==> config.mk <==
export PLATFORM = sky130hd
export DESIGN_NAME = cla_pipe_addsub_flat
export DESIGN_NICKNAME = d
export VERILOG_FILES = /design/src/rtl/cla_pipe_addsub_pkg.sv /design/src/rtl/cla_pipe_addsub_if.sv /design/src/rtl/cla_pipe_addsub_block.sv /design/src/rtl/cla_pipe_addsub.sv /design/src/flat_wrapper.sv
export SDC_FILE = /design/constraint.sdc
export NUM_CORES = 1
export LEC_CHECK = 0
export ABC_CLOCK_PERIOD_IN_PS = 5800
export CAP_MARGIN = 20
export CORE_UTILIZATION = 35
export DETAILED_ROUTE_END_ITERATION = 8
export PLACE_DENSITY = 0.72
export SLEW_MARGIN = 20
export SYNTH_ARGS = -nofsm -noshare
export SYNTH_HDL_FRONTEND = slang
export SYNTH_SLANG_ARGS = --single-unit
==> constraint.sdc <==
create_clock -name clk -period 5.8 [get_ports clk]
set_input_delay 1.16 -clock clk [delete_from_list [all_inputs] [get_ports clk]]
set_output_delay 1.16 -clock clk [all_outputs]
set_load 0.005 [all_outputs]
==> src/rtl/cla_pipe_addsub_pkg.sv <==
// Shared types and elaboration helpers for the pipelined CLA adder/subtractor.
// Holds the operation encoding and the geometry checks used by cla_pipe_addsub.
package cla_pkg;

  typedef enum logic {
    OP_ADD = 1'b0,
    OP_SUB = 1'b1
  } op_e;

  function automatic int blocks_per_stage(input int width, input int block_w, input int stages);
    return width / block_w / stages;
  endfunction

  function automatic bit width_ok(input int width, input int block_w);
    return (block_w > 0) && (width > 0) && ((width % block_w) == 0);
  endfunction

  function automatic bit stages_ok(input int width, input int block_w, input int stages);
    return (stages > 0) && (block_w > 0) && (((width / block_w) % stages) == 0);
  endfunction

endpackage

==> src/rtl/cla_pipe_addsub_if.sv <==
// Operand/result handshake bundle for cla_pipe_addsub.
// master = producer of operands and consumer of results; slave = the adder.
interface cla_pipe_addsub_if #(
  parameter int WIDTH = 32
) ();

  logic             in_valid;
  logic             in_ready;
  logic [WIDTH-1:0] a;
  logic [WIDTH-1:0] b;
  logic             cin;
  logic             sub;
  logic             out_valid;
  logic             out_ready;
  logic [WIDTH-1:0] sum;
  logic             cout;
  logic             of;
  logic             zero;

  modport master (
    output in_valid, a, b, cin, sub, out_ready,
    input  in_ready, out_valid, sum, cout, of, zero
  );

  modport slave (
    input  in_valid, a, b, cin, sub, out_ready,
    output in_ready, out_valid, sum, cout, of, zero
  );

endinterface

==> src/rtl/cla_pipe_addsub_block.sv <==
// Combinational BLOCK_W-bit carry-lookahead block: every internal carry is
// expanded straight from bit generate/propagate and cin, plus group g/p out.
module cla_block #(
  parameter int BLOCK_W = 4
) (
  input  logic [BLOCK_W-1:0] a,
  input  logic [BLOCK_W-1:0] b,
  input  logic               cin,
  output logic [BLOCK_W-1:0] sum,
  output logic               cout,
  output logic               g,
  output logic               p
);

  logic [BLOCK_W-1:0] gb;
  logic [BLOCK_W-1:0] pb;
  logic [BLOCK_W:0]   c;
  logic               acc;
  logic               pchain;

  always_comb begin
    gb     = a & b;
    pb     = a ^ b;
    c      = '0;
    acc    = 1'b0;
    pchain = 1'b1;
    c[0]   = cin;
    for (int i = 0; i < BLOCK_W; i++) begin
      // Sum-of-products carry: c[i+1] never waits on c[i]
      acc    = gb[i];
      pchain = pb[i];
      for (int j = i - 1; j >= 0; j--) begin
        acc    = acc | (pchain & gb[j]);
        pchain = pchain & pb[j];
      end
      c[i+1] = acc | (pchain & cin);
    end
    g    = acc;
    p    = pchain;
    sum  = pb ^ c[BLOCK_W-1:0];
    cout = c[BLOCK_W];
  end

endmodule

==> src/rtl/cla_pipe_addsub.sv <==
// Pipelined carry-lookahead adder/subtractor with global-stall valid/ready flow.
// Define CLA_PIPE_SAT_EN to clamp the sum to the signed range on overflow.
module cla_pipe_addsub
  import cla_pkg::*;
#(
  parameter int WIDTH   = 32,
  parameter int BLOCK_W = 4,
  parameter int STAGES  = 2
) (
  input logic              clk,
  input logic              rst,
  cla_pipe_addsub_if.slave bus
);

  localparam int NB  = WIDTH / BLOCK_W;
  localparam int BPS = blocks_per_stage(WIDTH, BLOCK_W, STAGES);
  localparam int SW  = BPS * BLOCK_W;
  localparam int MSB = WIDTH - 1;

  if (!width_ok(WIDTH, BLOCK_W) || !stages_ok(WIDTH, BLOCK_W, STAGES)) begin : g_bad_cfg
    $error("cla_pipe_addsub: WIDTH must split into BLOCK_W blocks evenly shared by STAGES");
  end

`ifdef CLA_PIPE_SAT_EN
  function automatic logic [WIDTH-1:0] sat_sum(input logic [WIDTH-1:0] raw,
                                                input logic ovf, input logic a_msb);
    if (!ovf) return raw;
    return a_msb ? {1'b1, {(WIDTH-1){1'b0}}} : {1'b0, {(WIDTH-1){1'b1}}};
  endfunction
`endif

  op_e              op;
  logic             adv;

  logic [WIDTH-1:0] st_a [STAGES];
  logic [WIDTH-1:0] st_b [STAGES];
  logic [WIDTH-1:0] st_s [STAGES];
  logic             st_c [STAGES];
  logic             st_v [STAGES];

  logic [WIDTH-1:0] a_d [STAGES];
  logic [WIDTH-1:0] a_q [STAGES];
  logic [WIDTH-1:0] b_d [STAGES];
  logic [WIDTH-1:0] b_q [STAGES];
  logic [WIDTH-1:0] s_d [STAGES];
  logic [WIDTH-1:0] s_q [STAGES];
  logic             c_d [STAGES];
  logic             c_q [STAGES];
  logic             vld_d [STAGES];
  logic             vld_q [STAGES];

  logic [WIDTH-1:0]  blk_sum;
  logic [STAGES-1:0] stg_co;

  logic [WIDTH-1:0] raw_sum;
  logic [WIDTH-1:0] sum_d, sum_q;
  logic             cout_d, cout_q;
  logic             of_d, of_q;
  logic             zero_d, zero_q;

  // Stage inputs: stage 0 from the bus, later stages from the previous register
  always_comb begin
    op      = op_e'(bus.sub);
    adv     = bus.out_ready || !vld_q[STAGES-1];
    st_a[0] = bus.a;
    st_b[0] = (op == OP_SUB) ? ~bus.b : bus.b;
    st_s[0] = '0;
    st_c[0] = bus.cin ^ bus.sub;
    st_v[0] = bus.in_valid;
    for (int k = 1; k < STAGES; k++) begin
      st_a[k] = a_q[k-1];
      st_b[k] = b_q[k-1];
      st_s[k] = s_q[k-1];
      st_c[k] = c_q[k-1];
      st_v[k] = vld_q[k-1];
    end
  end

  for (genvar i = 0; i < NB; i++) begin : g_blk
    localparam int K = i / BPS;
    localparam int J = i % BPS;

    logic               ci;
    logic               co;
    logic               g;
    logic               p;
    logic               gp_unused;
    logic [BLOCK_W-1:0] s;

    if (J == 0) begin : g_head
      assign ci = st_c[K];
    end else begin : g_link
      assign ci = g_blk[i-1].co;
    end

    cla_block #(.BLOCK_W(BLOCK_W)) u_cla (
      .a    (st_a[K][i*BLOCK_W +: BLOCK_W]),
      .b    (st_b[K][i*BLOCK_W +: BLOCK_W]),
      .cin  (ci),
      .sum  (s),
      .cout (co),
      .g    (g),
      .p    (p)
    );

    assign blk_sum[i*BLOCK_W +: BLOCK_W] = s;
    assign gp_unused = g ^ p;

    if (J == BPS - 1) begin : g_tail
      assign stg_co[K] = co;
    end
  end

  always_comb begin
    for (int k = 0; k < STAGES; k++) begin
      vld_d[k] = st_v[k];
      a_d[k]   = st_a[k];
      b_d[k]   = st_b[k];
      s_d[k]   = st_s[k];
      s_d[k][k*SW +: SW] = blk_sum[k*SW +: SW];
      c_d[k]   = stg_co[k];
    end
    raw_sum = s_d[STAGES-1];
    cout_d  = c_d[STAGES-1];
    of_d    = (a_d[STAGES-1][MSB] == b_d[STAGES-1][MSB]) &&
              (raw_sum[MSB] != a_d[STAGES-1][MSB]);
`ifdef CLA_PIPE_SAT_EN
    sum_d   = sat_sum(raw_sum, of_d, a_d[STAGES-1][MSB]);
`else
    sum_d   = raw_sum;
`endif
    zero_d  = (sum_d == '0);
  end

  // Control and visible outputs: cleared by reset, frozen while stalled
  always_ff @(posedge clk) begin
    if (rst) begin
      for (int k = 0; k < STAGES; k++) vld_q[k] <= 1'b0;
      sum_q  <= '0;
      cout_q <= 1'b0;
      of_q   <= 1'b0;
      zero_q <= 1'b0;
    end else if (adv) begin
      for (int k = 0; k < STAGES; k++) vld_q[k] <= vld_d[k];
      sum_q  <= sum_d;
      cout_q <= cout_d;
      of_q   <= of_d;
      zero_q <= zero_d;
    end
  end

  always_ff @(posedge clk) begin
    if (adv) begin
      for (int k = 0; k < STAGES; k++) begin
        a_q[k] <= a_d[k];
        b_q[k] <= b_d[k];
        s_q[k] <= s_d[k];
        c_q[k] <= c_d[k];
      end
    end
  end

  assign bus.in_ready  = adv;
  assign bus.out_valid = vld_q[STAGES-1];
  assign bus.sum       = sum_q;
  assign bus.cout      = cout_q;
  assign bus.of        = of_q;
  assign bus.zero      = zero_q;

endmodule

==> src/flat_wrapper.sv <==
// flat-port wrapper written by rule: the top's interface ports become plain ports
module cla_pipe_addsub_flat import cla_pkg::*;
#(
  parameter int WIDTH   = 32,
  parameter int BLOCK_W = 4,
  parameter int STAGES  = 2
)
  (clk, rst, bus_in_valid, bus_a, bus_b, bus_cin, bus_sub, bus_out_ready, bus_in_ready, bus_out_valid, bus_sum, bus_cout, bus_of, bus_zero);
  cla_pipe_addsub_if #(.WIDTH(WIDTH)) bus_i ();
  input logic clk;
  input logic rst;
  input wire logic [$bits(bus_i.in_valid)-1:0] bus_in_valid;
  input wire logic [$bits(bus_i.a)-1:0] bus_a;
  input wire logic [$bits(bus_i.b)-1:0] bus_b;
  input wire logic [$bits(bus_i.cin)-1:0] bus_cin;
  input wire logic [$bits(bus_i.sub)-1:0] bus_sub;
  input wire logic [$bits(bus_i.out_ready)-1:0] bus_out_ready;
  output wire logic [$bits(bus_i.in_ready)-1:0] bus_in_ready;
  output wire logic [$bits(bus_i.out_valid)-1:0] bus_out_valid;
  output wire logic [$bits(bus_i.sum)-1:0] bus_sum;
  output wire logic [$bits(bus_i.cout)-1:0] bus_cout;
  output wire logic [$bits(bus_i.of)-1:0] bus_of;
  output wire logic [$bits(bus_i.zero)-1:0] bus_zero;
  assign bus_i.in_valid = bus_in_valid;
  assign bus_i.a = bus_a;
  assign bus_i.b = bus_b;
  assign bus_i.cin = bus_cin;
  assign bus_i.sub = bus_sub;
  assign bus_i.out_ready = bus_out_ready;
  assign bus_in_ready = bus_i.in_ready;
  assign bus_out_valid = bus_i.out_valid;
  assign bus_sum = bus_i.sum;
  assign bus_cout = bus_i.cout;
  assign bus_of = bus_i.of;
  assign bus_zero = bus_i.zero;
  cla_pipe_addsub #(.WIDTH(WIDTH), .BLOCK_W(BLOCK_W), .STAGES(STAGES)) u_core (.clk(clk), .rst(rst), .bus(bus_i));
endmodule
After elaboration in Yosys (flattened, before gate mapping)
Memory sizes are Yosys's and may differ from the RTL's.
Cells that the tools add are included.
{"block": "totals", "ramBits": 196, "input_bits": 70, "mem_count": 5, "output_inout_bits": 37, "reg_bits": 35}
{"block": "op_classes", "bitwise": 236, "muxes": 9, "reduce_logical": 4, "eq_ne": 2}
{"memory": "u_core.a_q", "words": 2, "word_bits": 32, "read_ports": 1, "rd_clocked_by_memory_dff": 0, "write_ports": 2, "line": "cla_pipe_addsub.sv:42", "source": "logic [WIDTH-1:0] a_q [STAGES];"}
{"memory": "u_core.b_q", "words": 2, "word_bits": 32, "read_ports": 1, "rd_clocked_by_memory_dff": 0, "write_ports": 2, "line": "cla_pipe_addsub.sv:44", "source": "logic [WIDTH-1:0] b_q [STAGES];"}
{"memory": "u_core.s_q", "words": 2, "word_bits": 32, "read_ports": 1, "rd_clocked_by_memory_dff": 0, "write_ports": 2, "line": "cla_pipe_addsub.sv:46", "source": "logic [WIDTH-1:0] s_q [STAGES];"}
{"memory": "u_core.c_q", "words": 2, "word_bits": 1, "read_ports": 1, "rd_clocked_by_memory_dff": 0, "write_ports": 2, "line": "cla_pipe_addsub.sv:48", "source": "logic c_q [STAGES];"}
{"memory": "u_core.vld_q", "words": 2, "word_bits": 1, "read_ports": 2, "rd_clocked_by_memory_dff": 0, "write_ports": 2, "line": "cla_pipe_addsub.sv:50", "source": "logic vld_q [STAGES];"}
{"cell": "bitwise AND 1 bit", "n": 128}
{"cell": "bitwise OR 1 bit", "n": 82}
{"cell": "bitwise XOR 4 bit", "n": 16}
{"cell": "bitwise AND 4 bit", "n": 8}
{"cell": "logical NOT 32 bit", "n": 1}
{"cell": "2-to-1 mux 32 bit", "n": 1}
{"cell": "inverter 32 bit", "n": 1}
{"cell": "2-to-1 mux 1 bit", "n": 8}
{"cell": "== test 1 bit", "n": 1}
{"cell": "logical AND 1 bit", "n": 1}
{"cell": "logical NOT 1 bit", "n": 1}
{"cell": "logical OR 1 bit", "n": 1}
{"cell": "!= test 1 bit", "n": 1}
{"cell": "bitwise XOR 1 bit", "n": 1}

Longest topological paths before layout
An unclocked memory read counts as a cell.
{"block": "depth", "depth_word": 16, "mapped_depth": 13, "ltp_nobuf": 13}

Cells and area by module
From an unflattened synthesis, not the netlist that was laid out.
{"block": "unflattened", "hier_cells": 424, "hier_area_um2": 4571.9}
{"mod": "cla_pipe_addsub", "seq_area_each_um2": 2232.1, "cells_each": 254, "instances": 1, "area_per_inst_um2": 3205.6}
{"mod": "cla_block at u_core.g_blk[3].u_cla ...", "seq_area_each_um2": 0.0, "cells_each": 19, "instances": 3, "area_per_inst_um2": 160.2}
{"mod": "cla_block at u_core.g_blk[1].u_cla", "seq_area_each_um2": 0.0, "cells_each": 22, "instances": 1, "area_per_inst_um2": 186.4}
{"mod": "cla_block at u_core.g_blk[0].u_cla", "seq_area_each_um2": 0.0, "cells_each": 26, "instances": 1, "area_per_inst_um2": 183.9}
{"mod": "cla_block at u_core.g_blk[2].u_cla", "seq_area_each_um2": 0.0, "cells_each": 26, "instances": 1, "area_per_inst_um2": 182.7}
{"mod": "cla_block at u_core.g_blk[7].u_cla", "seq_area_each_um2": 0.0, "cells_each": 18, "instances": 1, "area_per_inst_um2": 167.7}
{"mod": "cla_block at u_core.g_blk[6].u_cla", "seq_area_each_um2": 0.0, "cells_each": 21, "instances": 1, "area_per_inst_um2": 165.2}

Worst setup path before layout
Ideal clock, no wire load.
{"block": "synth_path", "path_type": "input port to output port", "from": "in bus_out_ready", "to": "out bus_in_ready", "cell_stages": 4, "t_arrival_ps": 3099, "slack_ps": 1541, "cell_sequence": "nor2b_1 -> clkbuf_1 -> inv_2 -> buf_1"}
{"block": "synth_between", "elab_chain_len": 1}
{"item": "start, declared", "line": "flat_wrapper.sv:17", "source": "input wire logic [$bits(bus_i.out_ready)-1:0] bus_out_ready;"}
{"item": "logical OR 1 bit", "line": "cla_pipe_addsub.sv:64", "source": "adv = bus.out_ready || !vld_q[STAGES-1];"}
{"item": "end, declared", "line": "flat_wrapper.sv:18", "source": "output wire logic [$bits(bus_i.in_ready)-1:0] bus_in_ready;"}
No other way between the ends.

==> results.tsv <==
stage	metric	value	unit
worst_hold_path	Hold Path Class	register to register	
synth	dominant cell type by area after synthesis	edfxtp_1	
synth	xor and xnor area share after synthesis	10.4	%
detailed_routing	post-DR vias/cell	4.79	
placement	routability cong.	0.900	
run_status	status	completed	
synth	multiplexer area fraction after synthesis	0	%
synth	Syn Nets	546	
worst_hold_path	Hold Path Origin	u_core.bus.of	
layout	Final Net Count	650	
grt	GRT Total Usage	16.1	%
synth	largest family of logic cells by synthesized area	simple AND/OR/NAND/NOR gates	
clock_tree	cts hold-fix bufs	0	
detailed_routing	DRT iter0 DRCs	174	
worst_hold_path	hold path endpoint	u_core.bus.of	
worst_setup_path	WP data arrival	4070	ps
detailed_routing	via count	3433	
grt	initial antenna violation count	0	
timing	Worst Slack Setup Final	1930	ps
layout	synthesis-to-layout area growth	33.5	%
floorplanning	die height	116	um
detailed_routing	detailed-route DRC error count	0	
grt	vias in the first global route	3481	
synth	Main synth FF type	edfxtp_1	
worst_setup_path	Worst EP required	6010	ps
timing	setup TNS	0	ps
placement	placed wire-length estimate	7830	um
timing	Slew Limit Headroom	38.9	%
synth	Mean Syn Cell Area	10.4	um^2
clock_tree	post-CTS setup buffers	0	
worst_setup_path	CP max stage cell	buf_2	
timing	Fin. Hold Viols	0	
layout	layout cell share with drive strength beyond 1	4.59	%
floorplanning	Initial Util	35.9	%
floorplanning	total core area	12600	um^2
layout	Inserted Diodes	0	
power	PD cells	317	nW/um^2
worst_setup_path	Buf/Inv on CP	2	
power	Peak VDD IR	164	uV
synth	top-area cell type share of the netlist area	33.8	%
worst_setup_path	Crit Path Category	input port to register	
worst_setup_path	FF-to-FF Start	u_core.b_q[0][16]	
grt	largest net degree at the start of global routing	86	
timing	worst clock skew	4.61	ps
run	Max Cap Viol	0	
clock_tree	CTS sink count	86	
synth	asr flop ratio synth	0	%
placement	number of I/O port buffers	106	
clock_tree	H-tree depth	3	
detailed_routing	DRT Pass-1 Iters	4	
detailed_routing	Final ANT Viol Nets	0	
worst_setup_path	flop-to-flop setup slack	2340	ps
timing	fin crit share	66.6	%
synth	flops & latches, synth	86	
timing	Least-Margin Pin Slew	917	ps
floorplanning	I/O Pins	107	
grt	total gr overflow	0	
timing	Slew Limit Fails	0	
clock_tree	Reg clk slew, reported paths	60	ps
grt	first-pass GRT wire length	16400	um
clock_tree	root buf cell	clkbuf_16	
detailed_routing	Wirelength per Cell	14.0	um
synth	Post-synth EDFFs	51	
floorplanning	Die Width	116	um
clock_tree	worst-skew pair later-pin latency	330	ps
clock_tree	cts repair resizes	0	
timing	final setup fails	0	
synth	Synth Area in Adders	12.4	%
worst_setup_path	Startpoint Class	input port	
synth	register area share after synthesis	49.2	%
worst_setup_path	maximum fanout along the worst path	33	
synth	Synth cell types	44	
timing	RSZ-0062 raised after global routing	no	
clock_tree	CTS Buffer Depth	2	
synth	Mapped Area	4540	um^2
detailed_routing	WL final	10100	um
clock_tree	CTS tree	yes	
floorplanning	# rows	41	
worst_setup_path	crit path cell chain	buf_2, xor2_1, ha_1, a21o_1, a21oi_1, nand4_1, nand3_1, nand2_1, o21a_1, nor2_1, fa_1, inv_1	
timing	f_max	0.259	GHz
worst_setup_path	Crit path max-delay family	adder cells	
worst_setup_path	RR Endpoint	u_core.bus.zero	
synth	synthesis warning total	0	
placement	Place WS	1590	ps
synth	Cells after Synth	436	
power	P_leak	2.44	nW
worst_setup_path	element type at the critical path end	register	
worst_setup_path	max incr delay on CP	670	ps
timing	Tmin final	3870	ps
worst_hold_path	WHS Path Cells	2	
floorplanning	die area	13400	um^2
synth	Synth Area in Compound Gates	11.1	%
worst_setup_path	R2R cell count	13	
synth	area fraction in and, or, nand and nor cells after synthesis	14.0	%
clock_tree	total CTS buffers	9	
synth	top cells by area, synth	edfxtp_1, dfxtp_1, ha_1, xor2_1, nand2_1	
cells in the mapped netlist (2+ instances only):
cell type  count
nand3_1        8
xor2_1        38
o21a_1         3
nor2b_1        3
clkbuf_1      11
a211oi_1       9
dfxtp_1       35
a21oi_1       36
and3_1         2
buf_1          5
nand4_1        6
a21o_2         2
nor2_1        30
xnor2_1       16
or3_1          2
nand2b_1       2
inv_1         19
fa_1           8
nor3_1         2
a21o_1         8
a31oi_1        3
o21ai_0       14
nor4_1         7
edfxtp_1      51
nor3b_1        2
nand2_1       63
and2_1         3
ha_1          32
layout make-up:
type	instances	area, um^2
fillers	1180	6570
inverters	20	75.1
well taps	172	215
multi-input cells	314	2170
flip-flops and latches	86	2230
repair buffers	109	1080
clock inverters	6	52.6
clock buffers	10	229
cells in the final DEF (no fill, tap or decap), types with 3 or more instances in the layout:
cell / synthesis / final
clkdlybuf4s50_1: 0 / 105
nand2_1: 63 / 63
edfxtp_1: 51 / 51
xor2_1: 38 / 38
a21oi_1: 36 / 36
dfxtp_1: 35 / 35
ha_1: 32 / 32
nor2_1: 30 / 30
inv_1: 19 / 19
xnor2_1: 16 / 16
o21ai_0: 14 / 14
a211oi_1: 9 / 9
clkbuf_16: 0 / 9
a21o_1: 8 / 8
nand3_1: 8 / 8
fa_1: 8 / 8
nor4_1: 7 / 7
nand4_1: 6 / 6
o21a_1: 3 / 3
a31oi_1: 3 / 3
and2_1: 3 / 3
clkinv_2: 0 / 3
buf_4: 0 / 3
through the flow:
step	total power (W)	utilization [%]	hold WS (ps)	cells	area (um^2)
after CTS	0.00193	48.0	455	717	6050
after detailed placement	0.00138	45.7	448	701	5770
after global placement	0.00136	45.7	442	701	5770
after global routing	0.00204	48.0	472	717	6050
final	0.00192	48.0	452	717	6050
after floorplan	0.00114	-	448	436	4540
power breakdown:
group	internal (W)	leakage, nW	switching (W)
combinational	0.000281	1.47	0.000252
sequential	0.000774	0.828	0.0000594
clock	0.000328	0.141	0.000223
worst max path at each step:
stage | start | to | slack (ps) | depth (start not counted)
finish | bus_sub | u_core.s_q[0][12] | 1930 | 12
global route | bus_sub | u_core.s_q[0][12] | 1660 | 12
CTS | bus_sub | u_core.s_q[0][12] | 1920 | 12
detailed placement | bus_sub | u_core.s_q[0][12] | 1590 | 12
global placement | bus_sub | u_core.s_q[0][12] | 1710 | 12
floorplan | bus_out_ready | bus_in_ready | 1540 | 4
layer usage:
layer	part of all wire, %	GRT usage [%]	vias up
met5	0	0	-
met4	2.6	8.03	0
met3	6.0	3.45	21
met2	46	25.1	111
met1	45	21.2	1563
li1	-	-	1738
worst reg2reg max path, cell delays in order (launching register included):
cell,delay [ps]
edfxtp_1,380
ha_1,320
a211oi_1,300
o21ai_0,230
nand3_1,190
nand2_1,150
nand2_1,100
nand3_1,110
fa_1,450
xnor2_1,370
nand4_1,130
nor4_1,320
nand4_1,140
o31ai_1,190
registers in the layout, indices dropped and copies added, names as in the netlist:
| name | flops |
|---|---|
| u_core.a_q | 16 |
| u_core.b_q | 16 |
| u_core.bus.cout | 1 |
| u_core.bus.of | 1 |
| u_core.bus.sum | 32 |
| u_core.bus.zero | 1 |
| u_core.c_q | 1 |
| u_core.s_q | 16 |
| u_core.vld_q | 2 |
cells by family after synthesis:
kind of cell             after synthesis
AO/OA/AOI/OAI                         83
XOR/XNOR                              54
adder cells (fa/ha/maj)               40
buffers and inverters                 36
flip-flops                            86
AND/OR/NAND/NOR                      137
Power figures use the tool's default switching activity.
